<file path="src/rtl/inst_fetch_queue_pkg.sv">
// Shared types for the fetch-to-decode instruction queue.
package inst_fetch_queue_pkg;

  localparam int XLEN = 32;

  typedef struct packed {
    logic            taken;
    logic [XLEN-1:0] target;
  } bpu_predict_t;

  // slot1 marks which fetch slot produced the entry, for BPU correction.
  typedef struct packed {
    logic [XLEN-1:0] pc;
    logic [XLEN-1:0] inst;
    bpu_predict_t    predict;
    logic            slot1;
  } fetch_entry_t;

endpackage

</file>
<file path="src/rtl/inst_fetch_queue.sv">
// Dual-wide decoupling FIFO between fetch and decode: compacts partial pairs
// into program order and presents the two oldest entries first-word-fall-through.
module inst_fetch_queue
  import inst_fetch_queue_pkg::*;
#(
  parameter int DEPTH = 8
) (
  input  logic                      clk,
  input  logic                      rst,
  input  logic                      flush_i,
  input  logic [1:0]                f_valid_i,
  input  logic [1:0][XLEN-1:0]      f_pc_i,
  input  logic [1:0][XLEN-1:0]      f_inst_i,
  input  bpu_predict_t              f_predict_i,
  output logic                      f_stall_o,
  output logic [1:0]                d_valid_o,
  output fetch_entry_t [1:0]        d_entry_o,
  input  logic [1:0]                d_accept_i,
  output logic [$clog2(DEPTH):0]    count_o
);

  localparam int AW = $clog2(DEPTH);
  localparam int PW = AW + 1;

  fetch_entry_t   mem [DEPTH];
  logic [PW-1:0]  rptr;
  logic [PW-1:0]  wptr;
  logic [AW-1:0]  widx0;
  logic [AW-1:0]  widx1;
  logic [AW-1:0]  ridx0;
  logic [AW-1:0]  ridx1;
  logic [1:0]     n_enq;
  logic [1:0]     n_deq;
  logic           enq;
  fetch_entry_t   wr_slot0;
  fetch_entry_t   wr_slot1;

  assign count_o = wptr - rptr;

  // Stall is taken from registered occupancy only, so a pair always fits.
  assign f_stall_o = count_o > PW'(DEPTH - 2);
  assign enq       = !f_stall_o && !flush_i && !rst;

  assign n_enq = {1'b0, f_valid_i[0]} + {1'b0, f_valid_i[1]};
  assign n_deq = {1'b0, d_accept_i[0]} + {1'b0, d_accept_i[1]};

  assign widx0 = wptr[AW-1:0];
  assign widx1 = widx0 + AW'(1);
  assign ridx0 = rptr[AW-1:0];
  assign ridx1 = ridx0 + AW'(1);

  always_comb begin
    wr_slot0.pc      = f_pc_i[0];
    wr_slot0.inst    = f_inst_i[0];
    wr_slot0.predict = f_predict_i;
    wr_slot0.slot1   = 1'b0;
    wr_slot1.pc      = f_pc_i[1];
    wr_slot1.inst    = f_inst_i[1];
    wr_slot1.predict = f_predict_i;
    wr_slot1.slot1   = 1'b1;
  end

  // A lone slot1 instruction is compacted down to the write pointer.
  always_ff @(posedge clk) begin
    if (enq) begin
      case (f_valid_i)
        2'b11: begin
          mem[widx0] <= wr_slot0;
          mem[widx1] <= wr_slot1;
        end
        2'b01:   mem[widx0] <= wr_slot0;
        2'b10:   mem[widx0] <= wr_slot1;
        default: ;
      endcase
    end
  end

  always_ff @(posedge clk) begin
    if (rst || flush_i) begin
      rptr <= '0;
      wptr <= '0;
    end else begin
      if (enq) wptr <= wptr + PW'(n_enq);
      rptr <= rptr + PW'(n_deq);
    end
  end

  assign d_entry_o[0] = mem[ridx0];
  assign d_entry_o[1] = mem[ridx1];

  always_comb begin
    d_valid_o = 2'b00;
    if (count_o >= PW'(2))      d_valid_o = 2'b11;
    else if (count_o == PW'(1)) d_valid_o = 2'b01;
  end

  a_accept_legal: assert property (@(posedge clk) disable iff (rst)
    (d_accept_i != 2'b10) && ((d_accept_i & ~d_valid_o) == 2'b00));

  a_no_overfill: assert property (@(posedge clk) disable iff (rst)
    !(enq && (f_valid_i != 2'b00) && (count_o > PW'(DEPTH - 2))));

  a_count_bound: assert property (@(posedge clk) disable iff (rst)
    count_o <= PW'(DEPTH));

endmodule

</file>
<file path="config.mk">
export PLATFORM = sky130hd
export DESIGN_NAME = inst_fetch_queue
export DESIGN_NICKNAME = d
export VERILOG_FILES = /design/src/rtl/inst_fetch_queue_pkg.sv /design/src/rtl/inst_fetch_queue.sv
export SDC_FILE = /design/constraint.sdc
export NUM_CORES = 2
export LEC_CHECK = 0
export CAP_MARGIN = 20
export CORE_ASPECT_RATIO = 2
export CORE_UTILIZATION = 50
export CTS_BUF_LIST = sky130_fd_sc_hd__clkbuf_4 sky130_fd_sc_hd__clkbuf_8
export CTS_CLUSTER_DIAMETER = 30
export DETAILED_ROUTE_END_ITERATION = 16
export PLACE_DENSITY = 0.77
export REMOVE_ABC_BUFFERS = 1
export SLEW_MARGIN = 0
export SYNTH_ARGS = -nofsm -noshare
export SYNTH_HDL_FRONTEND = slang
export SYNTH_SLANG_ARGS = --single-unit
</file>
<file path="constraint.sdc">
create_clock -name clk -period 7.95 [get_ports clk]
set_clock_uncertainty 0.1 [all_clocks]
set_input_delay 1.59 -clock clk [delete_from_list [all_inputs] [get_ports clk]]
set_output_delay 1.59 -clock clk [all_outputs]
set_load 0.01 [all_outputs]
</file>
==> impl_metrics.yaml <==
placed_design:
  routabilityCongestion: 0.848
  place_hpwl_um: 77800
  dp.cells: 4152
  port_buffers: 370
power:
  p_leak_nw: 16.6
  vdd_drop_max_mv: 0.153
  p_per_area_mw_per_mm2: 191
clock_network:
  cts_resized: 0
  cts_tree: "built"
  numCtsBuffers: 117
  ctsHtreeMaxLevel: 3
  clock_latency_ns: 0.81
  cts.sinks: 792
  root_buffer: "clkbuf_8"
  ctsHoldBuffers: 0
  clockBufferDepth: 3
  cts.clk_slew.worst_paths_ns: 0.07
  post_cts.repair.setup_buffers: 0
detailed_routing:
  drt-wirelength-per-cell_um: 30.3
  ant_nets: 0
  wl_um: 133000
  drcViolationCount: 0
  avgViaCountPerCell: 6.80
  drtIter0Drc: 3196
  num_vias: 29800
  firstDrtPassIters: 5
critical_path:
  cpPeakStageDelay_ns: 0.92
  cpLargestDelayFamily: "buffers and inverters"
  crit_path_top_delay_cell: "buf_4"
  cp.arrival_ns: 4.64
  start_kind: "register"
  end_kind: "output port"
  cp_cell_sequence: "buf_4 > buf_4 > mux4_2 > nand2_1 > nand2_1 > clkdlybuf4s50_1"
  required_ns: 6.26
  r2r_setup_slack_ns: 2.45
  crit_fanout: 64
  path_buf_inv: 3
  path_class: "reg2out"
floorplanning:
  io_pins: 371
  die-area_mm2: 0.0883
  fp.dieH_um: 419
  num_rows: 152
  initial_core_util_pct: 50.6
  coreArea_mm2: 0.0860
  die_w_um: 211
timing:
  drv_slew: 0
  tightest_slew_ns: 1.27
  period_share_pct: 79.6
  slew_headroom_pct: 15.6
  finalSetupViolations: 0
  period_needed_ns: 6.33
  max_freq_ghz: 0.158
  hold_viol_final: 0
  final.setup.tns_ns: 0
  rsz0062_at_grt: "no"
layout:
  fin_cells: 4380
  drive_above_1_share_pct: 24.2
  seqCellArea_mm2: 0.0236
  nets: 3295
  num-fill-cells: 6615
  multiInputGateArea_mm2: 0.0185
  syn2layout_area_growth_pct: 16.0
global_routing:
  grt_max_degree: 153
  grt_usage_pct: 30.2
  antenna_found_initial: 24
  grt_pass1_vias: 31800
  grt_pass1_wl_um: 195000
  overflow: 0
run_status:
  run_status: "complete, no violations"
synth:
  ys_types: 47
  yosys_most_used_dff: "edfxtp_1"
  postSynthAreaPerCell_um2: 14.8
  syn_area_mm2: 0.0435
  async_flop_share_pct: 0
  yosysWarnings: 0
  synth_edf_count: 776
  synth_seq_cells: 792
  synth_seq_area_share_pct: 54.3
  syn-instance-count: 2947
hold_path:
  min_path_type: "reg2reg"
flow_run:
  drv_cap: 0
final cells by class:
type | count | area share [%]
Sequential cell | 792 | 46.8
Multi-Input combinational cell | 1759 | 36.7
Timing Repair Buffer | 429 | 8.55
Clock buffer | 139 | 3.54
Tap cell | 1155 | 2.86
Clock inverter | 76 | 1.35
Inverter | 18 | 0.139
Antenna cell | 12 | 0.0595
per-stage QoR:
step                hold WS, ns  power, mW  util (%)  area, um2  worst slack [ns]
floorplan                 0.351       5.82         -      42000            -15.21
global placement          0.364       6.17      55.8      48000              2.51
detailed placement        0.388       6.20      55.8      48000              2.44
CTS                       0.397       9.67      58.7      50500              1.52
global route              0.415       9.91      58.8      50500              1.38
finish                    0.396       9.64      58.8      50500              1.62
registers in the layout (all words and copies together), names as in the netlist:
name	cells
wptr	4
rptr	4
mem	784
cells by family after synthesis:
logic type | share of synthesized area [%]
fa+ha+maj | 0.339
xor+xnor | 0.198
flops | 54.3
mux | 22.8
compound gates | 10.5
simple gates | 8.14
buf+inv | 3.73
cell usage in the layout (no fill, tap or decap), types with 8 or more instances in the layout:
master / synthesis / layout
edfxtp_1: 776 / 776
a22o_1: 482 / 482
mux4_2: 392 / 392
clkdlybuf4s50_1: 0 / 370
nand2_1: 320 / 320
and2_1: 267 / 267
clkbuf_8: 0 / 119
mux2_2: 98 / 98
nand3_1: 64 / 64
buf_4: 0 / 46
clkinv_1: 0 / 28
nor2_1: 26 / 20
clkbuf_4: 0 / 20
inv_1: 17 / 17
clkinv_2: 0 / 17
o21ai_4: 0 / 14
o21ai_0: 18 / 13
dfxtp_1: 16 / 13
diode_2: 0 / 12
buf_12: 0 / 12
bufinv_16: 0 / 10
nor2_4: 0 / 8
nand2b_1: 8 / 8
clkinvlp_4: 0 / 8
power by group:
group / leakage (nW) / switching, mW / internal (mW) / total [mW]
registers: 7.14 / 0.0440 / 4.60 / 4.65
clock network: 1.26 / 1.67 / 1.84 / 3.51
logic: 8.19 / 0.726 / 0.747 / 1.47
worst paths after layout:
check	start	endpoint	depth (start not counted)
setup / recovery	rptr[0]	d_entry_o[62]	6
hold / removal	mem[5][0]	mem[5][0]	2
setup reg to reg	rptr[2]	mem[5][61]	8
hold reg to reg	mem[5][0]	mem[5][0]	2
cell usage after synthesis, types with 7 or more instances:
| cell type | number | area (um2) |
|---|---|---|
| edfxtp_1 | 776 | 23300 |
| a22o_1 | 482 | 4220 |
| mux4_2 | 392 | 8830 |
| nand2_1 | 320 | 1200 |
| and2_1 | 267 | 1670 |
| buf_1 | 158 | 593 |
| buf_2 | 110 | 551 |
| clkbuf_1 | 110 | 413 |
| mux2_2 | 98 | 1100 |
| nand3_1 | 64 | 320 |
| nor2_1 | 26 | 97.6 |
| o21ai_0 | 18 | 90.1 |
| inv_1 | 17 | 63.8 |
| dfxtp_1 | 16 | 320 |
| nand2b_1 | 8 | 50.1 |
| nor3_1 | 8 | 40.0 |
| ha_1 | 7 | 87.6 |
| o21ai_1 | 7 | 35.0 |
worst reg2reg max path, cell delays in order (launching register included):
cell,delay (ns)
dfxtp_4,0.92
inv_4,0.50
ha_1,0.53
nor2_1,0.17
a32o_2,0.25
nand3_1,0.60
o21ai_4,1.20
buf_4,0.80
a22o_1,0.27
layer usage:
metal | part of all wire, % | GRT usage, %
met4 | 5.4 | 17.6
met1 | 32 | 34.0
met3 | 11 | 7.18
met2 | 51 | 51.9
met5 | 0.10 | 0
(Power assumes the default switching activity.)
